**config.mk**
```make
export PLATFORM = sky130hd
export DESIGN_NAME = word_string_display
export DESIGN_NICKNAME = d
export VERILOG_FILES = /design/src/rtl/vga_text_pkg.sv /design/src/rtl/hex_digit_ascii.sv /design/src/rtl/word_string_display.sv
export SDC_FILE = /design/constraint.sdc
export NUM_CORES = 1
export LEC_CHECK = 0
export BUFFER_PORTS_ARGS = -buffer_cell sky130_fd_sc_hd__buf_2
export CAP_MARGIN = 5
export CORE_MARGIN = 2
export CORE_UTILIZATION = 50
export CTS_BUF_LIST = sky130_fd_sc_hd__clkbuf_4 sky130_fd_sc_hd__clkbuf_8 sky130_fd_sc_hd__clkbuf_16
export DETAILED_ROUTE_END_ITERATION = 16
export PLACE_DENSITY_LB_ADDON = 0.05
export SYNTH_ARGS = -nofsm -noshare
export SYNTH_HDL_FRONTEND = slang
export SYNTH_SLANG_ARGS = --single-unit
```
**constraint.sdc**
```tcl
create_clock -name clk -period 2.5 [get_ports clk]
set_clock_uncertainty 0.05 [all_clocks]
set_input_delay 0.25 -clock clk [delete_from_list [all_inputs] [get_ports clk]]
set_output_delay 0.25 -clock clk [all_outputs]
set_load 0.1 [all_outputs]
```
**src/rtl/vga_text_pkg.sv**
```systemverilog
// Shared text-mode overlay constants: scan coordinate widths, text grid size and ASCII codes.
package vga_text_pkg;

  localparam int unsigned ROW_W     = 5;
  localparam int unsigned COL_W     = 7;
  localparam int unsigned CHAR_W    = 8;
  localparam int unsigned TEXT_COLS = 80;
  localparam int unsigned TEXT_ROWS = 30;

  localparam logic [CHAR_W-1:0] ASCII_0   = 8'h30;
  localparam logic [CHAR_W-1:0] ASCII_A   = 8'h41;
  localparam logic [CHAR_W-1:0] ASCII_NUL = 8'h00;

  // Number of hex digits needed to show a w-bit word.
  function automatic int unsigned hex_digits(input int unsigned w);
    return (w + 3) / 4;
  endfunction

endpackage

```
**src/rtl/hex_digit_ascii.sv**
```systemverilog
// Combinational 4-bit value to ASCII hex digit ('0'-'9', 'A'-'F').
module hex_digit_ascii
  import vga_text_pkg::*;
(
  input  logic [3:0]        nibble,
  output logic [CHAR_W-1:0] ascii_c
);

  always_comb begin
    ascii_c = ASCII_NUL;
    if (nibble < 4'd10) ascii_c = ASCII_0 + CHAR_W'(nibble);
    else                ascii_c = ASCII_A + CHAR_W'(nibble - 4'd10);
  end

endmodule

```
**src/rtl/word_string_display.sv**
```systemverilog
// Tear-free overlay cell printing a WIDTH-bit word in binary or hex at (ROW,COL); the display
// only updates at frame_start and recently changed digits are flagged on highlight.
module word_string_display
  import vga_text_pkg::*;
#(
  parameter int unsigned ROW       = 0,
  parameter int unsigned COL       = 0,
  parameter int unsigned WIDTH     = 16,
  parameter int unsigned HL_FRAMES = 30
) (
  input  logic              clk,
  input  logic              reset_n,
  input  logic [ROW_W-1:0]  row,
  input  logic [COL_W-1:0]  col,
  input  logic              enable,
  input  logic              mode,
  input  logic              load,
  input  logic [WIDTH-1:0]  data,
  input  logic              frame_start,
  output logic              char_p,
  output logic [CHAR_W-1:0] char,
  output logic              highlight
);

  localparam int unsigned N_HEX = hex_digits(WIDTH);
  localparam int unsigned PAD_W = 4 * N_HEX;

  logic [WIDTH-1:0]  staged_q, staged_d, shown_q, shown_d, chg_mask_q, chg_mask_d;
  logic              pending_q, pending_d;
  logic [7:0]        hl_cnt_q, hl_cnt_d;
  logic              char_p_q, char_p_d, highlight_q, highlight_d;
  logic [CHAR_W-1:0] char_q, char_d;

  logic [WIDTH-1:0]  commit_word, diff;
  logic              do_commit;
  logic [COL_W-1:0]  col_lo, dig, n_digits;
  logic              hit;
  logic [PAD_W-1:0]  shown_pad, mask_pad;
  logic [3:0]        nib;
  logic              dig_hl;
  logic [CHAR_W-1:0] ascii_c;

  // Staging, frame-synchronous commit and highlight aging
  always_comb begin
    staged_d    = staged_q;
    pending_d   = pending_q;
    shown_d     = shown_q;
    chg_mask_d  = chg_mask_q;
    hl_cnt_d    = hl_cnt_q;
    commit_word = load ? data : staged_q;
    diff        = shown_q ^ commit_word;
    do_commit   = frame_start && (pending_q || load);

    if (load) staged_d = data;
    if (frame_start) pending_d = 1'b0;
    else if (load)   pending_d = 1'b1;
    if (do_commit) shown_d = commit_word;

    if (do_commit && (diff != '0)) begin
      chg_mask_d = ((hl_cnt_q != 8'd0) ? chg_mask_q : '0) | diff;
      hl_cnt_d   = 8'(HL_FRAMES);
    end else if (frame_start && (hl_cnt_q != 8'd0)) begin
      hl_cnt_d = hl_cnt_q - 8'd1;
      if (hl_cnt_q == 8'd1) chg_mask_d = '0;
    end
  end

  // Hit test; col < COL is rejected before the subtraction is trusted
  always_comb begin
    col_lo   = COL_W'(COL);
    n_digits = mode ? COL_W'(N_HEX) : COL_W'(WIDTH);
    dig      = col - col_lo;
    hit      = enable && (row == ROW_W'(ROW)) && (col >= col_lo) && (dig < n_digits);
  end

  // Digit select, leftmost digit holds the most significant bits
  always_comb begin
    shown_pad = PAD_W'(shown_q);
    mask_pad  = PAD_W'(chg_mask_q);
    nib       = 4'd0;
    dig_hl    = 1'b0;
    if (mode) begin
      for (int i = 0; i < int'(N_HEX); i++) begin
        if (dig == COL_W'(i)) begin
          nib    = shown_pad[4*(int'(N_HEX)-1-i) +: 4];
          dig_hl = |mask_pad[4*(int'(N_HEX)-1-i) +: 4];
        end
      end
    end else begin
      for (int i = 0; i < int'(WIDTH); i++) begin
        if (dig == COL_W'(i)) begin
          nib    = {3'b000, shown_q[int'(WIDTH)-1-i]};
          dig_hl = chg_mask_q[int'(WIDTH)-1-i];
        end
      end
    end
  end

  hex_digit_ascii u_hex_digit_ascii (
    .nibble  (nib),
    .ascii_c (ascii_c)
  );

  always_comb begin
    char_p_d    = hit;
    char_d      = hit ? ascii_c : ASCII_NUL;
    highlight_d = hit && (hl_cnt_q != 8'd0) && dig_hl;
  end

  always_ff @(posedge clk or negedge reset_n) begin
    if (!reset_n) begin
      staged_q    <= '0;
      shown_q     <= '0;
      chg_mask_q  <= '0;
      pending_q   <= 1'b0;
      hl_cnt_q    <= 8'd0;
      char_p_q    <= 1'b0;
      char_q      <= ASCII_NUL;
      highlight_q <= 1'b0;
    end else begin
      staged_q    <= staged_d;
      shown_q     <= shown_d;
      chg_mask_q  <= chg_mask_d;
      pending_q   <= pending_d;
      hl_cnt_q    <= hl_cnt_d;
      char_p_q    <= char_p_d;
      char_q      <= char_d;
      highlight_q <= highlight_d;
    end
  end

  assign char_p    = char_p_q;
  assign char      = char_q;
  assign highlight = highlight_q;

endmodule
```
# After elaboration in Yosys (flattened, before gate mapping)

Cells that the tools add are included.

Add/subtract/negate cells: 4
$lt $le $gt $ge: 3
Equality and inequality tests: 16
Multiplexer cells: 54
Bitwise logic cells: 2
Reduce and logical (&&, ||, !) cells: 21

Operators by type and width:

| operator                                             | count |
|---|---|
| 2-to-1 mux 16 bit                                    | 5 |
| 2-to-1 mux 4 bit                                     | 20 |
| equality test 7 x 4 -> 1 bit (second input constant) | 8 |
| 2-to-1 mux 8 bit                                     | 4 |
| equality test 7 x 3 -> 1 bit (second input constant) | 4 |
| 2-to-1 mux 1 bit                                     | 24 |
| OR 16 bit                                            | 1 |
| nonzero test 16 bit                                  | 1 |
| OR reduction 4 bit                                   | 4 |
| bitwise XOR 16 bit                                   | 1 |
| equality test 7 x 2 -> 1 bit (second input constant) | 2 |
| adder 7 x 8 -> 8 bit (first input constant)          | 1 |
| equality test 8 x 1 -> 1 bit (second input constant) | 1 |
| logical AND 1 bit                                    | 8 |
| nonzero test 8 bit                                   | 1 |
| subtractor 8 x 1 -> 8 bit (second input constant)    | 1 |
| adder 6 x 4 -> 7 bit (first input constant)          | 1 |
| equality test 7 x 1 -> 1 bit (second input constant) | 1 |
| >= comparator 7 x 1 -> 1 bit (second input constant) | 1 |
| zero test 7 bit                                      | 1 |
| < comparator 7 x 5 -> 1 bit                          | 1 |
| nonzero test 2 bit                                   | 3 |
| zero test 5 bit                                      | 1 |
| 2-to-1 mux 5 bit                                     | 1 |
| other kinds (4)                                      | 4 |

Register bits after elaboration: 67
Output and inout bits: 10

# Logic depth before layout (Yosys ltp)

Gate-level depths: netlist (run 1).

Depth in word-level cells: 22
Gate-level depth with buffers: 13
Gate-level depth less buffers: 11

# Hierarchy

From an unflattened synthesis (run 1), not the netlist that was laid out.

Cell total of the unflattened synthesis: 368
Area total of the unflattened synthesis: 3,728.6 µm²

By module, submodules not included:

| module              | instances | cells each | area each (µm²) |
|---|---|---|---|
| word_string_display | 1         | 340        | 3,545.9 |
| hex_digit_ascii     | 1         | 28         | 182.7 |

# Worst setup path before layout (run 1)

OpenSTA, ideal clock, no wires.

Path type: in2reg
Start: input col[0]
End: register char_q[3] (netlist: char[3])
Data arrival time: 2,203 ps
Slack: 147 ps
Stages on the path: 10
Path buffers: 2
Path through: buf_2 buf_2 mux4_2 nor2b_1 inv_1 ha_1 inv_1 ha_1 or3_1 a311oi_1

Cells in the longest elaborated chain, start to end: 22
Elaborated cells on any way between the ends: 47
Those cells by class: add/sub: 3; order compare: 3; eq/ne: 15; mux: 23; reduce/logical: 3

Ends and longest elaborated chain:

| what                           | RTL line                                             | source |
|---|---|---|
| start: declaration             | word_string_display.sv:14                            | `input logic [COL_W-1:0] col,` |
| zero test 7 bit                | word_string_display.sv:84, word_string_display.sv:91 |  |
| 2-to-1 mux 1 bit               | word_string_display.sv:91                            | `if (dig == COL_W'(i)) begin` |
| 2-to-1 mux 4 bit (15 in a row) | word_string_display.sv:91                            |  |
| 2-to-1 mux 4 bit               | word_string_display.sv:82                            | `if (mode) begin` |
| subtractor 4 x 4 -> 5 bit      | hex_digit_ascii.sv:12                                | `else ascii_c = ASCII_A + CHAR_W'(nibble - 4'd10);` |
| adder 7 x 8 -> 8 bit           | hex_digit_ascii.sv:12                                |  |
| 2-to-1 mux 8 bit               | hex_digit_ascii.sv:11                                | `if (nibble < 4'd10) ascii_c = ASCII_0 + CHAR_W'(nibble);` |
| 2-to-1 mux 8 bit *             | word_string_display.sv:106                           | `char_d = hit ? ascii_c : ASCII_NUL;` |
| named net char_d[3]            | word_string_display.sv:32                            | `logic [CHAR_W-1:0] char_q, char_d;` |
| end signal: assignment         | word_string_display.sv:127                           | `char_q <= char_d;` |
| end: declaration               | word_string_display.sv:32                            |  |

Mark *: on every way through the listed nets, which the timed path passes. The rest lies on a longest branch.
A chain may end at the register's enable or synchronous reset.

# Worst setup path after layout (run 1)

Start: register shown_q[14] (netlist: shown_pad[14])
End: register char_q[3] (netlist: char[3])

Cells in the longest elaborated chain, start to end: 20
Elaborated cells on any way between the ends: 26
Those cells by class: add/sub: 3; order compare: 1; mux: 22

Ends and longest elaborated chain:

| what                           | RTL line                   | source |
|---|---|---|
| start: declaration             | word_string_display.sv:28  | `logic [WIDTH-1:0] staged_q, staged_d, shown_q, shown_d, chg_mask_q, chg_mask_d;` |
| start signal: assignment       | word_string_display.sv:122 | `shown_q <= shown_d;` |
| 2-to-1 mux 4 bit (15 in a row) | word_string_display.sv:91  |  |
| 2-to-1 mux 4 bit *             | word_string_display.sv:82  |  |
| subtractor 4 x 4 -> 5 bit      | hex_digit_ascii.sv:12      |  |
| adder 7 x 8 -> 8 bit           | hex_digit_ascii.sv:12      |  |
| 2-to-1 mux 8 bit *             | hex_digit_ascii.sv:11      |  |
| 2-to-1 mux 8 bit *             | word_string_display.sv:106 |  |
| named net char_d[3]            | word_string_display.sv:32  |  |

Marks and branches as above.

==> summary.txt, run 1 <==
H-tree levels: 3
CP Launch Point: shown_pad[14]
Clock root cell: clkbuf_8
CP Data Required Time: 2.69 ns
Setup CP Type: flip-flop to flip-flop
Antenna viol nets, final: 0
Cell Area, Synth: 3760 um^2
Unrepaired setup endpoints after global routing: false
Post-Syn Instances: 384
Total Nets Final: 491
Fin. max-slew vios: 0
Initial detailed-routing violation count: 188
RD Place Congestion: 0.883
Startpoint types: flip-flop
Post-synth EDFFs: 0
TritonCTS clock tree: built
R2R Path End: char[3]
Die W: 90.7 um
Hold Vio Cnt, Final: 0
Number of I/O port buffers: 42
Worst hold endpoint: pending_q
Cell Pwr Density: 587 nW/um^2
Largest net degree at the start of global routing: 41
Grt ovf: 0
Leakage: 2.14 nW
Antenna violations before repair: 0
DRC viols: 0
Peak VDD IR: 0.000425 V
Seq/Total Area, Yosys: 43.9%
FF+latch count, synth: 66
Worst hold path type: input port to flip-flop
Top-area cell type share of the netlist area: 43.9%
Mean routed wirelength per cell: 16.5 um
TritonRoute pass-1 iters: 5
Ranking of synthesized cells by area: dfrtp_1, mux4_2, xnor2_1
Dpl hpwl: 6690 um
Fill cells: 666
Yosys cell types: 51
Sink Count: 66
Worst r2r src: shown_pad[14]
Core Box Area: 7250 um^2
Setup TNS: 0 ns
Area growth, synth to finish: 18.8%
Rows: 31
Vias per std cell: 5.49
Ant diodes: 0
CP max stage delay: 0.47 ns
Max_cap viols: 0
R2r setup slk: 0.16 ns
Num CTS Buffers: 9
Initial Util: 51.8%
Vias in the first global route: 2997
IO Pins: 44
Status: complete, no violations
Die Ht: 90.7 um
Hold path depth: 2
Cell accounting for the most synthesized area: dfrtp_1
CP max-delay cell: mux4_2
Routed wire length: 9150 um
Worst Setup End Kind: flip-flop
Die area: 8230 um^2
Via Count: 3039
Setup violators final: 0
CP bufs+invs: 2
F_max: 428 MHz
Cell Chain, Critical Path: mux4_2, nor2b_1, inv_1, ha_1, inv_1, ha_4, or3_1, a311oi_1
Post-synth top flop: dfrtp_1
Max_slew headroom: 52.9%
CTS clk-pin slew, worst paths: 0.08 ns
Clock latency on the worst-skew pair: 0.35 ns
Worst reg-to-reg path cell count: 8
First-pass GRT wire length: 15300 um
Gr usage total: 23.7%
Post-layout min period: 2.34 ns
Slew @ Worst Pin: 0.704 ns
Data arrival, critical path: 2.53 ns
Layout cell share with drive strength beyond 1: 24.2%
Hold_sp: frame_start
Clk buf depth: 2
Synthesis Warnings: 0
Avg Cell Area, Syn: 9.79 um^2
Cell family with most CP delay: simple AND/OR/NAND/NOR gates
Final Cycle Share: 93.4%
Async set or reset register ratio after synthesis: 100%
Post-synth net total: 425
Design Power: 2.62 mW
Crit-path most repeated cell: inv_1
Crit Path Max Fanout: 4
==> worst max-delay path by stage <==
stage | to | depth (start not counted)
floorplan | char[3] | 10
global placement | char[2] | 12
detailed placement | char[3] | 10
CTS | char[3] | 8
global route | char[2] | 10
finish | char[3] | 8
==> per-layer routing <==
| layer | share of wire (%) | global-route usage, % | wire, um |
|---|---|---|---|
| met1 | 47 | 33.5 | 4330 |
| met2 | 47 | 36.3 | 4310 |
| met3 | 3.4 | 4.59 | 309 |
| met4 | 2.2 | 9.10 | 200 |
| met5 | 0 | 0 | 0 |
==> worst register-to-register path, stage by stage (launching register included) <==
cell and delay (ns):
dfrtp_1 0.43, mux4_2 0.47, nor2b_1 0.17, inv_1 0.07, ha_1 0.14, inv_1 0.08, ha_4 0.23, or3_1 0.33
a311oi_1 0.25
==> cells in the final DEF, fill, tap and decap left out, drive strengths merged, types with 4 or more instances in the layout <==
cell,synthesis,layout
nor2b,5,5
o221ai,17,17
mux2i,19,19
o211ai,16,16
dfrtp,66,66
mux4,9,9
a21oi,6,6
nand4,4,4
clkinv,1,5
inv,46,46
nor2,31,31
buf,9,75
clkbuf,12,9
o21ai,21,21
ha,7,7
or3,4,4
nor3,4,4
nand2,38,38
xnor2,21,21
nor4,8,8
==> cell families after synthesis <==
| family | share of synthesized area (%) |
|---|---|
| and+or+nand+nor | 13.8 |
| AOI/OAI and AO/OA | 15.7 |
| buffers and inverters | 7.52 |
| DFF | 43.9 |
| muxes | 11.0 |
| xor gates and xnor gates | 5.59 |
| adders and majority gates | 2.33 |
| other | 0.0997 |
==> cell type report <==
| type | count | area, um^2 | share of cell area [%] |
|---|---|---|---|
| clock buffer | 9 | 124 | 2.77 |
| sequential | 66 | 1650 | 37.0 |
| inverter | 47 | 176 | 3.95 |
| tap | 99 | 124 | 2.77 |
| clock inverter | 7 | 46.3 | 1.04 |
| multi-input combinational | 250 | 1850 | 41.4 |
| timing repair buffer | 76 | 493 | 11.0 |
==> report_power, final <==
part	switching, mW	leakage [nW]	total (mW)	internal, mW
logic	0.340	1.30	0.620	0.280
clock network	0.425	0.0810	0.779	0.355
registers	0.0762	0.756	1.22	1.15
total	0.841	2.14	2.62	1.78
==> timing repair <==
item                                   in CTS  in global routing
endpoints found under the hold margin      26                  0
buffers inserted                            0                  2
hold buffers                                1                  0
setup endpoints to repair                   0                  2
gates resized for setup                     0                  3
==> cell usage after synthesis, types with 2 or more instances <==
| cell type | n |
|---|---|
| dfrtp_1 | 66 |
| inv_1 | 46 |
| nand2_1 | 38 |
| nor2_1 | 31 |
| o21ai_0 | 21 |
| xnor2_1 | 21 |
| o221ai_1 | 17 |
| mux2i_1 | 16 |
| o211ai_1 | 16 |
| clkbuf_1 | 11 |
| mux4_2 | 9 |
| ha_1 | 7 |
| nor4_1 | 7 |
| a21oi_1 | 6 |
| buf_2 | 6 |
| nor2b_1 | 5 |
| nor3_1 | 4 |
| or3_1 | 4 |
| a211oi_1 | 3 |
| mux2i_2 | 3 |
| nand3_1 | 3 |
| nand4_1 | 3 |
| xor2_1 | 3 |
| a211o_1 | 2 |
| a221oi_1 | 2 |
| a22oi_1 | 2 |
| buf_6 | 2 |
| nand2b_1 | 2 |
| nand3b_1 | 2 |
| nor4b_1 | 2 |
| o2111ai_1 | 2 |
| o32ai_1 | 2 |
| or4_1 | 2 |
==> state kept, by name (all words and copies together), names as in the netlist <==
| register | count |
|---|---|
| char | 7 |
| char_p | 1 |
| chg_mask_q | 16 |
| highlight | 1 |
| hl_cnt_q | 8 |
| pending_q | 1 |
| shown_pad | 16 |
| staged_q | 16 |
==> per-stage QoR <==
step / worst slack (ns) / util [%] / hold slack [ns] / instances / cell area [um^2]
after detailed placement: -0.0506 / 58.5 / 0.268 / 535 / 4250
after global placement: 0.0131 / 58.5 / 0.266 / 535 / 4250
after global routing: 0.0385 / 61.6 / 0.0843 / 554 / 4470
after CTS: 0.0851 / 61.0 / 0.0649 / 552 / 4430
after floorplan: 0.147 / - / -0.0956 / 384 / 3760
final: 0.164 / 61.6 / 0.0907 / 554 / 4470
No activity file was read; power rests on OpenSTA's default activity.
==> inputs of run 2 (changes only) <==
- SYNTH_HIERARCHICAL: default -> 1
==> summary.txt, run 2 <==
Status: complete, no violations (unchanged)
Register Area: 1680 um^2 (was 1650 um^2)
Rows: 31 (unchanged)
Initial detailed-routing violation count: 237 (was 188)
R2r setup slk: 0.19 ns (was 0.16 ns)
Dpl hpwl: 6640 um (was 6690 um)
Post-synth net total: 410 (was 425)
Post-Syn Instances: 368 (was 384)
Post-layout min period: 2.31 ns (was 2.34 ns)
Fin cells: 546 (was 554)
Cell Area, Synth: 3730 um^2 (was 3760 um^2)
Setup violators final: 0 (unchanged)
Die Ht: 90.4 um (was 90.7 um)
Cell Pwr Density: 602 nW/um^2 (was 587 nW/um^2)
Hold Vio Cnt, Final: 0 (unchanged)
Core Box Area: 7250 um^2 (unchanged)
Total Nets Final: 484 (was 491)
TritonCTS clock tree: built (unchanged)
Placed Area: 4240 um^2 (was 4250 um^2)
Async set or reset register ratio after synthesis: 100% (unchanged)
Peak VDD IR: 0.000332 V (was 0.000425 V)
Sink Count: 67 (was 66)
Post-synth EDFFs: 0 (unchanged)
Top-area cell type share of the netlist area: 45.0% (was 43.9%)
Count leader, synth: dfrtp_1 (unchanged)
Crit Path Max Fanout: 5 (was 4)
Setup CP Type: flip-flop to flip-flop (unchanged)
H-tree levels: 3 (unchanged)
Clock root cell: clkbuf_8 (unchanged)
F_max: 433 MHz (was 428 MHz)
Clk buf depth: 2 (unchanged)
Highest-count cells in the layout ignoring fill and taps: dfrtp_1, buf_2, inv_1 (was dfrtp_1, inv_1, buf_2)
Seq/Total Area, Yosys: 45.0% (was 43.9%)
Gr usage total: 23.2% (was 23.7%)
Worst hold path type: input port to flip-flop (unchanged)
Ant diodes: 0 (unchanged)
Worst Setup End Kind: flip-flop (unchanged)
Antenna violations before repair: 0 (unchanged)
RD Place Congestion: 0.908 (was 0.883)
Startpoint types: flip-flop (unchanged)
Largest net degree at the start of global routing: 33 (was 41)
Unrepaired setup endpoints after global routing: false (unchanged)
Avg Cell Area, Syn: 10.1 um^2 (was 9.79 um^2)
Data arrival, critical path: 2.50 ns (was 2.53 ns)
Max_cap viols: 0 (unchanged)
Area growth, synth to finish: 20.2% (was 18.8%)
Most common cell after layout, fill and taps aside: dfrtp_1 (unchanged)
Yosys cell types: 54 (was 51)
Layout cell share with drive strength beyond 1: 27.1% (was 24.2%)
Antenna viol nets, final: 0 (unchanged)
Final Cycle Share: 92.3% (was 93.4%)
CP endpoint: char[4] (was char[3])
CTS clk-pin slew, worst paths: 0.08 ns (about the same)
FF+latch count, synth: 67 (was 66)
Worst r2r src: shown_pad[6] (was shown_pad[14])
Leakage: 2.15 nW (was 2.14 nW)
CP Launch Point: shown_pad[6] (was shown_pad[14])
Design Power: 2.70 mW (was 2.62 mW)
IO Pins: 44 (unchanged)
R2R Path End: char[4] (was char[3])
Worst reg-to-reg path cell count: 10 (was 8)
Ranking of synthesized cells by area: dfrtp_1, xnor2_1, mux2i_1 (was dfrtp_1, mux4_2, xnor2_1)
Fill cells: 661 (was 666)
Post-layout util: 61.8% (was 61.6%)
Mean routed wirelength per cell: 16.0 um (was 16.5 um)
Routed wire length: 8760 um (was 9150 um)
Via Count: 2942 (was 3039)
Post-synth top cells: dfrtp_1, inv_1, nand2_1 (unchanged)
Dpl cells: 526 (was 535)
Fin. max-slew vios: 0 (unchanged)
Initial Util: 51.4% (was 51.8%)
DRC viols: 0 (unchanged)
Cell accounting for the most synthesized area: dfrtp_1 (unchanged)
Die area: 8160 um^2 (was 8230 um^2)
Die W: 90.4 um (was 90.7 um)
Grt ovf: 0 (unchanged)
TritonRoute pass-1 iters: 4 (was 5)
Num CTS Buffers: 9 (unchanged)
Synthesis Warnings: 6 (was 0)
Post-synth top flop: dfrtp_1 (unchanged)
Fin area: 4480 um^2 (was 4470 um^2)
Number of I/O port buffers: 43 (was 42)
Area occupied by multi-input gates: 1780 um^2 (was 1850 um^2)
First-pass GRT wire length: 14800 um (was 15300 um)
Vias in the first global route: 2917 (was 2997)
Clock latency on the worst-skew pair: 0.35 ns (about the same)
Vias per std cell: 5.39 (was 5.49)
CP Data Required Time: 2.69 ns (about the same)
## run 2: metal layers
layer	part of all wire [%]	track usage (%)
met1	46	31.9
met2	47	36.6
met3	5.3	4.01
met4	2.1	9.87
met5	0	0
## run 2: logic make-up after synthesis
kind of cell               count (synthesis)  synth area share [%]
and+or+nand+nor                           93                  12.6
AOI/OAI and AO/OA                         87                  15.7
DFF                                       67                  45.0
buffers and inverters                     58                  7.65
xor gates and xnor gates                  27                  6.34
muxes                                     27                  9.93
adders and majority gates                  8                  2.68
other                                      1                 0.101
## run 2: worst min path at each step
stage | startpoint | endpoint | depth (start not counted) | slack (ns)
finish | frame_start | pending_q | 2 | 0.07
global route | frame_start | pending_q | 2 | 0.08
CTS | frame_start | pending_q | 2 | 0.06
detailed placement | reset_n | char[6] | 1 | 0.14
global placement | reset_n | char[6] | 1 | 0.14
floorplan | reset_n | char[0] | 0 | -0.1
## run 2: worst max-delay path: stages (launching register included)
cell      delay (ns)
dfrtp_2         0.46
mux4_2          0.47
nor2b_1         0.16
inv_1           0.10
ha_1            0.15
inv_1           0.06
ha_4            0.28
nand3b_1        0.11
xor2_1          0.16
nand2_1         0.06
and2_1          0.12
## run 2: repair_timing
item                                   CTS  global route
pin swaps                                1             2
buffers inserted                         0             3
resized for setup                        0             4
endpoints found under the hold margin   15             0
setup endpoints to repair                1             3
hold buffers                             1             0
## run 2: area by class of cell
| cell class | instances | share of cell area (%) |
|---|---|---|
| tap | 99 | 2.76 |
| inverter | 41 | 3.43 |
| clock buffer | 10 | 2.93 |
| clock inverter | 6 | 1.45 |
| timing repair buffer | 80 | 12.2 |
| multi-input combinational | 243 | 39.8 |
| sequential | 67 | 37.5 |
## run 2: report_power, final
| part | internal [mW] | switching (mW) |
|---|---|---|
| combinational | 0.255 | 0.294 |
| sequential | 1.16 | 0.0798 |
| clock | 0.473 | 0.431 |
## run 2: stage by stage
| stage | worst slack (ns) | setup TNS [ns] | hold slack, ns |
|---|---|---|---|
| 2_1_floorplan | 0.0757 | 0 | -0.0956 |
| 3_3_place_gp | 0.0458 | 0 | 0.136 |
| 3_5_place_dp | -0.0263 | -0.0353 | 0.138 |
| 4_1_cts | 0.0556 | 0 | 0.0564 |
| 5_1_grt | 0.0450 | 0 | 0.0768 |
| 6_report | 0.193 | 0 | 0.0735 |
